===== config.mk =====
export PLATFORM = sky130hd
export DESIGN_NAME = multicycle_control_unit_flat
export DESIGN_NICKNAME = d
export VERILOG_FILES = /design/src/rtl/multicycle_control_unit_pkg.sv /design/src/rtl/multicycle_control_unit_if.sv /design/src/rtl/multicycle_control_unit_opcode_classifier.sv /design/src/rtl/multicycle_control_unit.sv /design/src/flat_wrapper.sv
export SDC_FILE = /design/constraint.sdc
export NUM_CORES = 1
export LEC_CHECK = 0
export ABC_AREA = 1
export BUFFER_PORTS_ARGS = -buffer_cell sky130_fd_sc_hd__buf_2
export CAP_MARGIN = 0
export CELL_PAD_IN_SITES_DETAIL_PLACEMENT = 2
export CELL_PAD_IN_SITES_GLOBAL_PLACEMENT = 2
export CORE_MARGIN = 8
export CORE_UTILIZATION = 19
export DETAILED_ROUTE_END_ITERATION = 16
export GPL_ROUTABILITY_DRIVEN = 0
export GPL_TIMING_DRIVEN = 0
export PLACE_DENSITY = 0.7
export SLEW_MARGIN = 20
export SYNTH_ARGS = -nofsm -noshare
export SYNTH_HDL_FRONTEND = slang
export SYNTH_SLANG_ARGS = --single-unit

===== constraint.sdc =====
create_clock -name clk -period 1.8 [get_ports clk]
set_input_delay 0.54 -clock clk [delete_from_list [all_inputs] [get_ports clk]]
set_output_delay 0.54 -clock clk [all_outputs]
set_load 0.05 [all_outputs]

===== src/rtl/multicycle_control_unit_pkg.sv =====
// Shared encodings for the multicycle RV32I control path: state codes,
// covered opcodes, datapath select values and the instruction class type.
package riscv_ctrl_pkg;

    // Binary state encoding, 4 bits wide.
    localparam logic [3:0] ST_FETCH    = 4'd0;
    localparam logic [3:0] ST_DECODE   = 4'd1;
    localparam logic [3:0] ST_MEMADR   = 4'd2;
    localparam logic [3:0] ST_MEMREAD  = 4'd3;
    localparam logic [3:0] ST_MEMWB    = 4'd4;
    localparam logic [3:0] ST_MEMWRITE = 4'd5;
    localparam logic [3:0] ST_EXEC_R   = 4'd6;
    localparam logic [3:0] ST_EXEC_I   = 4'd7;
    localparam logic [3:0] ST_ALUWB    = 4'd8;
    localparam logic [3:0] ST_BRANCH   = 4'd9;

    typedef enum logic [3:0] {
        S_FETCH    = ST_FETCH,
        S_DECODE   = ST_DECODE,
        S_MEMADR   = ST_MEMADR,
        S_MEMREAD  = ST_MEMREAD,
        S_MEMWB    = ST_MEMWB,
        S_MEMWRITE = ST_MEMWRITE,
        S_EXEC_R   = ST_EXEC_R,
        S_EXEC_I   = ST_EXEC_I,
        S_ALUWB    = ST_ALUWB,
        S_BRANCH   = ST_BRANCH
    } state_t;

    // Covered opcodes (instruction[6:0]).
    localparam logic [6:0] OP_LOAD   = 7'b0000011;
    localparam logic [6:0] OP_STORE  = 7'b0100011;
    localparam logic [6:0] OP_RTYPE  = 7'b0110011;
    localparam logic [6:0] OP_ITYPE  = 7'b0010011;
    localparam logic [6:0] OP_BRANCH = 7'b1100011;

    // ALU A operand select.
    localparam logic [1:0] SRCA_PC     = 2'b00;
    localparam logic [1:0] SRCA_OLD_PC = 2'b01;
    localparam logic [1:0] SRCA_RS1    = 2'b10;

    // ALU B operand select.
    localparam logic [1:0] SRCB_RS2    = 2'b00;
    localparam logic [1:0] SRCB_IMM    = 2'b01;
    localparam logic [1:0] SRCB_FOUR   = 2'b10;

    // ALU operation.
    localparam logic [1:0] ALUOP_ADD   = 2'b00;
    localparam logic [1:0] ALUOP_SUB   = 2'b01;
    localparam logic [1:0] ALUOP_FUNCT = 2'b10;

    // Write-back result select.
    localparam logic [1:0] RES_ALU_OUT    = 2'b00;
    localparam logic [1:0] RES_MEM_DATA   = 2'b01;
    localparam logic [1:0] RES_ALU_RESULT = 2'b10;

    typedef enum logic [2:0] {
        CLS_LOAD,
        CLS_STORE,
        CLS_RTYPE,
        CLS_ITYPE,
        CLS_BRANCH,
        CLS_ILLEGAL
    } instr_class_t;

endpackage


===== src/rtl/multicycle_control_unit_if.sv =====
// Bundle between the control unit and the shared datapath: status inputs
// from the datapath and every select / enable the control unit drives.
interface multicycle_control_unit_if;
    logic [6:0] opcode;
    logic       zero;
    logic       mem_ready;

    logic       pc_write;
    logic       ir_write;
    logic       adr_src;
    logic       mem_read;
    logic       mem_write;
    logic       reg_write;
    logic [1:0] alu_src_a;
    logic [1:0] alu_src_b;
    logic [1:0] alu_op;
    logic [1:0] result_src;
    logic       illegal_instr;
    logic       instr_done;

    // Control unit side.
    modport master (
        input  opcode, zero, mem_ready,
        output pc_write, ir_write, adr_src, mem_read, mem_write, reg_write,
               alu_src_a, alu_src_b, alu_op, result_src, illegal_instr,
               instr_done
    );

    // Datapath side.
    modport slave (
        output opcode, zero, mem_ready,
        input  pc_write, ir_write, adr_src, mem_read, mem_write, reg_write,
               alu_src_a, alu_src_b, alu_op, result_src, illegal_instr,
               instr_done
    );
endinterface


===== src/rtl/multicycle_control_unit_opcode_classifier.sv =====
// Maps a 7-bit opcode onto the instruction class the sequencer branches on.
module opcode_classifier
    import riscv_ctrl_pkg::*;
(
    input  logic [6:0]   opcode,
    output instr_class_t instr_class
);

    // Pure lookup; anything outside the covered set is illegal.
    always_comb begin
        case (opcode)
            OP_LOAD:   instr_class = CLS_LOAD;
            OP_STORE:  instr_class = CLS_STORE;
            OP_RTYPE:  instr_class = CLS_RTYPE;
            OP_ITYPE:  instr_class = CLS_ITYPE;
            OP_BRANCH: instr_class = CLS_BRANCH;
            default:   instr_class = CLS_ILLEGAL;
        endcase
    end

endmodule


===== src/rtl/multicycle_control_unit.sv =====
// Moore sequencer for the shared multicycle RV32I datapath. One state per
// datapath cycle; outputs decode from the state, with mem_ready qualifying
// FETCH/MEMWRITE and zero qualifying the branch PC load.
module multicycle_control_unit
    import riscv_ctrl_pkg::*;
(
    input  logic                       clk,
    input  logic                       reset,
    multicycle_control_unit_if.master  bus
);

    state_t       state;
    state_t       state_next;
    instr_class_t instr_class;
    logic         pc_update;
    logic         branch;

    opcode_classifier u_classifier (
        .opcode      (bus.opcode),
        .instr_class (instr_class)
    );

    // State register; reset drops straight to FETCH without a clock edge.
    // NOTE: sequential state uses non-blocking assignment so every flop
    // samples pre-edge values, independent of block evaluation order.
    always_ff @(posedge clk or posedge reset) begin
        if (reset) state <= S_FETCH;
        else       state <= state_next;
    end

    // Next-state selection; opcode only matters in DECODE and MEMADR.
    always_comb begin
        state_next = state;
        case (state)
            S_FETCH:    if (bus.mem_ready) state_next = S_DECODE;
            S_DECODE: begin
                case (instr_class)
                    CLS_LOAD, CLS_STORE: state_next = S_MEMADR;
                    CLS_RTYPE:           state_next = S_EXEC_R;
                    CLS_ITYPE:           state_next = S_EXEC_I;
                    CLS_BRANCH:          state_next = S_BRANCH;
                    default:             state_next = S_FETCH;
                endcase
            end
            S_MEMADR:   state_next = (instr_class == CLS_LOAD) ? S_MEMREAD : S_MEMWRITE;
            S_MEMREAD:  if (bus.mem_ready) state_next = S_MEMWB;
            S_MEMWB:    state_next = S_FETCH;
            S_MEMWRITE: if (bus.mem_ready) state_next = S_FETCH;
            S_EXEC_R:   state_next = S_ALUWB;
            S_EXEC_I:   state_next = S_ALUWB;
            S_ALUWB:    state_next = S_FETCH;
            S_BRANCH:   state_next = S_FETCH;
            default:    state_next = S_FETCH;
        endcase
    end

    // Output decode; everything not named for a state stays 0.
    // NOTE: every output gets a default first so no path leaves one
    // unassigned, which would otherwise infer a latch.
    always_comb begin
        pc_update         = 1'b0;
        branch            = 1'b0;
        bus.ir_write      = 1'b0;
        bus.adr_src       = 1'b0;
        bus.mem_read      = 1'b0;
        bus.mem_write     = 1'b0;
        bus.reg_write     = 1'b0;
        bus.alu_src_a     = SRCA_PC;
        bus.alu_src_b     = SRCB_RS2;
        bus.alu_op        = ALUOP_ADD;
        bus.result_src    = RES_ALU_OUT;
        bus.illegal_instr = 1'b0;
        bus.instr_done    = 1'b0;
        case (state)
            S_FETCH: begin
                bus.mem_read   = 1'b1;
                bus.alu_src_b  = SRCB_FOUR;
                bus.result_src = RES_ALU_RESULT;
                // Reset holds the IR and PC even if memory reports ready.
                bus.ir_write   = bus.mem_ready & ~reset;
                pc_update      = bus.mem_ready & ~reset;
            end
            S_DECODE: begin
                // Branch target = old PC + imm, parked in ALU-out.
                bus.alu_src_a     = SRCA_OLD_PC;
                bus.alu_src_b     = SRCB_IMM;
                bus.illegal_instr = (instr_class == CLS_ILLEGAL);
            end
            S_MEMADR: begin
                bus.alu_src_a = SRCA_RS1;
                bus.alu_src_b = SRCB_IMM;
            end
            S_MEMREAD: begin
                bus.mem_read = 1'b1;
                bus.adr_src  = 1'b1;
            end
            S_MEMWB: begin
                bus.result_src = RES_MEM_DATA;
                bus.reg_write  = 1'b1;
                bus.instr_done = 1'b1;
            end
            S_MEMWRITE: begin
                bus.mem_write  = 1'b1;
                bus.adr_src    = 1'b1;
                bus.instr_done = bus.mem_ready;
            end
            S_EXEC_R: begin
                bus.alu_src_a = SRCA_RS1;
                bus.alu_src_b = SRCB_RS2;
                bus.alu_op    = ALUOP_FUNCT;
            end
            S_EXEC_I: begin
                bus.alu_src_a = SRCA_RS1;
                bus.alu_src_b = SRCB_IMM;
                bus.alu_op    = ALUOP_FUNCT;
            end
            S_ALUWB: begin
                bus.result_src = RES_ALU_OUT;
                bus.reg_write  = 1'b1;
                bus.instr_done = 1'b1;
            end
            S_BRANCH: begin
                bus.alu_src_a  = SRCA_RS1;
                bus.alu_src_b  = SRCB_RS2;
                bus.alu_op     = ALUOP_SUB;
                bus.result_src = RES_ALU_OUT;
                branch         = 1'b1;
                bus.instr_done = 1'b1;
            end
            default: ;
        endcase
        bus.pc_write = pc_update | (branch & bus.zero);
    end

endmodule


===== src/flat_wrapper.sv =====
// flat-port wrapper written by rule: the top's interface ports become plain ports
module multicycle_control_unit_flat import riscv_ctrl_pkg::*;
  (clk, reset, bus_opcode, bus_zero, bus_mem_ready, bus_pc_write, bus_ir_write, bus_adr_src, bus_mem_read, bus_mem_write, bus_reg_write, bus_alu_src_a, bus_alu_src_b, bus_alu_op, bus_result_src, bus_illegal_instr, bus_instr_done);
  multicycle_control_unit_if bus_i ();
  input  logic clk;
  input  logic reset;
  input wire logic [$bits(bus_i.opcode)-1:0] bus_opcode;
  input wire logic [$bits(bus_i.zero)-1:0] bus_zero;
  input wire logic [$bits(bus_i.mem_ready)-1:0] bus_mem_ready;
  output wire logic [$bits(bus_i.pc_write)-1:0] bus_pc_write;
  output wire logic [$bits(bus_i.ir_write)-1:0] bus_ir_write;
  output wire logic [$bits(bus_i.adr_src)-1:0] bus_adr_src;
  output wire logic [$bits(bus_i.mem_read)-1:0] bus_mem_read;
  output wire logic [$bits(bus_i.mem_write)-1:0] bus_mem_write;
  output wire logic [$bits(bus_i.reg_write)-1:0] bus_reg_write;
  output wire logic [$bits(bus_i.alu_src_a)-1:0] bus_alu_src_a;
  output wire logic [$bits(bus_i.alu_src_b)-1:0] bus_alu_src_b;
  output wire logic [$bits(bus_i.alu_op)-1:0] bus_alu_op;
  output wire logic [$bits(bus_i.result_src)-1:0] bus_result_src;
  output wire logic [$bits(bus_i.illegal_instr)-1:0] bus_illegal_instr;
  output wire logic [$bits(bus_i.instr_done)-1:0] bus_instr_done;
  assign bus_i.opcode = bus_opcode;
  assign bus_i.zero = bus_zero;
  assign bus_i.mem_ready = bus_mem_ready;
  assign bus_pc_write = bus_i.pc_write;
  assign bus_ir_write = bus_i.ir_write;
  assign bus_adr_src = bus_i.adr_src;
  assign bus_mem_read = bus_i.mem_read;
  assign bus_mem_write = bus_i.mem_write;
  assign bus_reg_write = bus_i.reg_write;
  assign bus_alu_src_a = bus_i.alu_src_a;
  assign bus_alu_src_b = bus_i.alu_src_b;
  assign bus_alu_op = bus_i.alu_op;
  assign bus_result_src = bus_i.result_src;
  assign bus_illegal_instr = bus_i.illegal_instr;
  assign bus_instr_done = bus_i.instr_done;
  multicycle_control_unit u_core (.clk(clk), .reset(reset), .bus(bus_i));
endmodule

==> results.yml, run 1 <==
hold_path:
  hold_path.class: "input pin to async pin"
sta:
  timing.fmax_mhz: 493
  fin_hold_ws_ns: 0.220
  period_minus_slack_ns: 2.03
  fin_worst_skew_ns: 0.00287
  maxSlewHeadroom: 0.808
  rsz0062_at_grt: "true"
  setup_violations: 14
  fin_crit_sh: 1.13
  drv_slew: 0
  hold_viol: 0
  worstMarginPinSlew_ns: 0.284
  setup_ws_ns: -0.228
worst_setup_path:
  slowest_delay_ns: 0.45
  critPathRequiredTime_ns: 1.26
  cp_slowest_cell: "dfrtp_2"
  endpoint_kind: "output pin"
  cp_top_family: "flip-flops"
  crit_chain: "inv_1 -> nor2_4 -> o21ai_0 -> o211ai_1 -> buf_4"
  critPathArrivalTime_ns: 1.49
  cp_max_fo: 3
  start_kind: "register"
  crit_buf_inv: 2
  path_class: "register to output pin"
global_routing:
  first_global_vias: 788
  grt_pass1_wl_um: 3970
  globalRoute.totalOverflow: 0
  track_usage: 0.120
  antenna_found_initial: 0
  grt_max_degree: 6
flow_run:
  maxCapViolations: 0
route:
  routedWlPerCell_um: 18.3
  first_iter_violations: 6
  wl_met3_um: 71
  route.detailed.drc: 0
  finalWirelength_um: 2920
  vias: 728
  detail-route-antenna-nets: 0
  highest_layer: "met4"
  wl_met1_um: 1160
  met2_length_um: 1650
  via_per_inst: 4.58
  drtPass1Iterations: 4
clock_network:
  cts.clk_slew.worst_paths_ns: 0.05
  cts_tree: "done"
  htree_levels: 1
  cts-buffers-inserted: 3
  cts_buffer_depth: 2
  clock-sinks: 4
  cts_hold_buf: 0
  cts_root_buffer: "clkbuf_4"
  clock_latency_ns: 0.25
cells_and_area:
  largest_reg_flops: 4
  layout_commonest_cell: "nand2_1"
  regMostFlops: "u_core.state"
  antenna_cells: 0
  layout_common_cells: "16 x nand2_1, 14 x buf_4, 13 x buf_6"
  area_growth_syn_to_layout_pct: 127
  reg.largest.list: "u_core.state (4)"
  drive_above_1_share: 0.674
  design_area_sq_mm: 0.00108
  finalNetCount: 141
yosys:
  ys.warnings.count: 0
  syn_area_sq_um: 478
  synth.distinct_cells: 20
  synth_seq_cells: 4
  syn-num-nets: 91
  synthCells: 80
  seq_area_frac_synth: 0.209
  post_synth.cell_area_avg_sq_um: 5.97
floorplanning:
  die_x_um: 66.2
  num_rows: 18
  dieArea_sq_mm: 0.00438
  die_height_um: 66.2
  core_sq_mm: 0.00243
  io_pins: 27
  initial_utilization: 0.197
place:
  port_buffers: 26
  dpl_worst_slack_ns: -0.117
  dpl.hpwl_um: 1590
  postPlaceCellArea_sq_um: 681
power_and_ir_drop:
  p_leak_nw: 0.599
  peakVddDrop_v: 0.000758
  p_per_area_mw_per_mm2: 1420
status:
  violations: "negative setup slack"
  status: "finished with violations"
[metal layers]
layer,vias up,GRT usage
li1,340,-
met5,-,0
met3,4,0.0153
met1,366,0.128
met2,18,0.220
met4,0,0.0667
[logic make-up after synthesis]
logic type             count (synthesis)  share of synthesized area
AOI/OAI and AO/OA                      7                     0.0995
buffers and inverters                 24                      0.188
and+or+nand+nor                       45                      0.503
DFF                                    4                      0.209
[what timing repair did]
action                                  4_1_cts  5_1_grt
hold endpoints to repair                      0        0
gates resized for setup                      49       23
setup buffers                                11        9
pin swaps                                     7        5
endpoints found under the setup margin       16       16
[power breakdown]
| part | internal, mW | switching, mW | leakage, nW |
|---|---|---|---|
| registers | 0.108 | 0.0376 | 0.0476 |
| clock network | 0.0844 | 0.0549 | 0.0150 |
| logic | 0.495 | 0.756 | 0.537 |
[layout make-up]
type                            instances  area, sq um
Fill cell                             282         1350
Multi-Input combinational cell         52          394
Inverter                               24          100
Tap cell                               30         37.5
Sequential cell                         4          105
Timing Repair Buffer                   45          422
Clock buffer                            4         26.3
[cells in the mapped netlist]
cell type	instances	area (sq um)
o211ai_1	1	7.51
nor2_2	2	12.5
o311ai_1	1	8.76
nor2_1	7	26.3
nor3_1	2	10.0
a21o_1	1	7.51
o21ai_1	1	5.00
nor2_4	2	22.5
o221ai_1	1	8.76
a21oi_1	1	5.00
nor3_2	1	10.0
nand2_1	18	67.6
nand3_2	3	30.0
nand2_4	1	11.3
inv_2	7	26.3
nand3_1	5	25.0
nand2_2	4	25.0
inv_1	17	63.8
o21ai_0	1	5.00
dfrtp_1	4	100
[metrics by stage]
stage	setup TNS [ns]	instances	total power, mW	utilization
6_report	-1.52	159	1.54	0.446
5_1_grt	-2.37	159	1.61	0.446
4_1_cts	-1.08	151	1.30	0.392
3_5_place_dp	-0.343	136	0.897	0.280
3_3_place_gp	-0.223	136	0.881	0.280
2_1_floorplan	-0.840	80	0.732	-
[path summary, 6_finish.rpt]
| kind | slack, ns | endpoint | cells after the start | start |
|---|---|---|---|---|
| max | -0.23 | bus_instr_done | 5 | u_core.state[3] |
| min | 0.22 | u_core.state[1] | 2 | reset |
| max reg2reg | 0.33 | u_core.state[0] | 9 | u_core.state[3] |
| min reg2reg | 0.71 | u_core.state[3] | 2 | u_core.state[1] |
| max in group asynchronous | 1.40 | u_core.state[0] | 2 | reset |
| min in group clk | 0.56 | u_core.state[1] | 2 | bus_mem_ready |
(Power assumes the default switching activity.)
==> run 2: changes to the inputs <==
--- a/config.mk
+++ b/config.mk
@@ -10,6 +10,7 @@
 export CAP_MARGIN = 0
 export CELL_PAD_IN_SITES_DETAIL_PLACEMENT = 2
 export CELL_PAD_IN_SITES_GLOBAL_PLACEMENT = 2
+export CORE_ASPECT_RATIO = 0.7
 export CORE_MARGIN = 8
 export CORE_UTILIZATION = 19
 export DETAILED_ROUTE_END_ITERATION = 16
==> results.yml, run 2 (same netlist as run 1, synthesis figures left out) <==
clock_network:
  cts.clk_slew.worst_paths_ns: 0.05
  cts_tree: "done"
  cts_root_buffer: "clkbuf_4"
  cts-buffers-inserted: 3
  cts_buffer_depth: 2
  htree_levels: 1
  clock-sinks: 4
  clock_latency_ns: 0.26
worst_setup_path:
  reg2reg_depth: 10
  start_kind: "register"
  slowest_delay_ns: 0.44
  endpoint_kind: "output pin"
  crit_chain: "nor2_4 -> nand3_2 -> nand3_1 -> buf_4"
  regToRegEndpoint: "u_core.state[0]"
  cp_slowest_cell: "dfrtp_2"
  reg2reg_from: "u_core.state[3]"
  path_class: "register to output pin"
  crit_buf_inv: 1
  cp_max_fo: 5
  r2r_slack_ns: 0.21
  critPathArrivalTime_ns: 1.48
  critPathRequiredTime_ns: 1.26
  cp_top_family: "simple AND/OR/NAND/NOR gates"
route:
  vias: 690
  via_per_inst: 4.34
  drtPass1Iterations: 4
  first_iter_violations: 19
  finalWirelength_um: 2650
  detail-route-antenna-nets: 0
  route.detailed.drc: 0
  routedWlPerCell_um: 16.6
cells_and_area:
  largest_reg_flops: 4
  reg.largest.list: "u_core.state (4)"
  regMostFlops: "u_core.state"
  area_growth_syn_to_layout_pct: 117
  antenna_cells: 0
  design_area_sq_mm: 0.00104
  layout_common_cells: "16 x nand2_1, 13 x buf_4"
  seq_area_sq_um: 105
  finalNetCount: 137
  multi_input_area_sq_um: 382
  layout_commonest_cell: "nand2_1"
  drive_above_1_share: 0.672
  fillers: 280
global_routing:
  first_global_vias: 724
  grt_pass1_wl_um: 3570
  antenna_found_initial: 0
  grt_max_degree: 6
  globalRoute.totalOverflow: 0
  track_usage: 0.103
floorplanning:
  initial_utilization: 0.197
  die_height_um: 58.0
  die_x_um: 75.9
  io_pins: 27
  num_rows: 15
  dieArea_sq_mm: 0.00440
  core_sq_mm: 0.00242
power_and_ir_drop:
  peakVddDrop_v: 0.000521
  p_leak_nw: 0.586
  p_per_area_mw_per_mm2: 1470
sta:
  setup_ws_ns: -0.215
  fin_worst_skew_ns: 0.00520
  maxSlewHeadroom: 0.766
  finalSetupTns_ns: -1.81
  hold_viol: 0
  fin_crit_sh: 1.12
  rsz0062_at_grt: "true"
  worstMarginPinSlew_ns: 0.349
  setup_violations: 15
  period_minus_slack_ns: 2.02
  drv_slew: 0
  timing.fmax_mhz: 496
status:
  violations: "negative setup slack"
  status: "finished with violations"
place:
  port_buffers: 26
  postPlaceCellArea_sq_um: 686
  dpl.hpwl_um: 1680
hold_path:
  hold_path.class: "input pin to async pin"
flow_run:
  maxCapViolations: 0
## run 2: cell types whose count changed in the layout (fill, tap and decap cells not counted), moves of 2 or more
| cell | delta |
|---|---|
| inv_1 | -2 |
| inv_2 | +2 |
| nand3_4 | -2 |
| buf_6 | -3 |
## run 2: worst register-to-register path, stage by stage (launching register included)
cell	delay, ns
dfrtp_2	0.44
nor2_4	0.21
inv_2	0.07
nor2_4	0.12
buf_6	0.13
buf_4	0.10
buf_4	0.12
nand3_1	0.09
nand2_1	0.10
nand2_1	0.06
nand2_1	0.07
## run 2: timing repair
| item | in CTS | in global routing |
|---|---|---|
| buffers inserted | 6 | 9 |
| hold endpoints to repair | 0 | 0 |
| setup endpoints to repair | 16 | 16 |
| pin swaps | 5 | 2 |
| hold buffers | 0 | 0 |
| gates resized for setup | 45 | 24 |
## run 2: cell type report
class	count	share of cell area
sequential	4	0.101
multi-input combinational	52	0.368
tap	34	0.0411
inverter	24	0.0966
clock buffer	4	0.0254
timing repair buffer	41	0.367
## run 2: metal layers
metal | global-route usage | wire (um)
met5 | 0 | 0
met4 | 0.0583 | 62
met1 | 0.112 | 1070
met3 | 0.0201 | 67
met2 | 0.186 | 1440
## run 2: worst max path at each step
stage / startpoint / endpoint / slack, ns / cells past startpoint
2_1_floorplan: u_core.state[1] / bus_instr_done / -0.26 / 5
3_3_place_gp: bus_opcode[3] / bus_illegal_instr / -0.12 / 6
3_5_place_dp: bus_opcode[3] / bus_illegal_instr / -0.13 / 6
4_1_cts: u_core.state[2] / bus_alu_src_a[1] / -0.20 / 4
5_1_grt: u_core.state[3] / bus_alu_src_a[1] / -0.28 / 4
6_report: u_core.state[3] / bus_alu_src_a[1] / -0.22 / 4
## run 2: per-stage QoR
step | total power [mW] | setup WS (ns) | cells | hold WS (ns) | util
floorplan | 0.732 | -0.264 | 80 | 0.306 | -
global placement | 0.881 | -0.117 | 140 | 0.454 | 0.283
detailed placement | 0.897 | -0.127 | 140 | 0.462 | 0.283
CTS | 1.29 | -0.197 | 150 | 0.202 | 0.367
global route | 1.60 | -0.280 | 159 | 0.204 | 0.428
finish | 1.52 | -0.215 | 159 | 0.198 | 0.428
## run 2: where the power goes
part	internal, mW	leakage (nW)	total (mW)	switching, mW
clock	0.0848	0.0150	0.146	0.0615
sequential	0.108	0.0476	0.157	0.0490
combinational	0.487	0.523	1.22	0.731
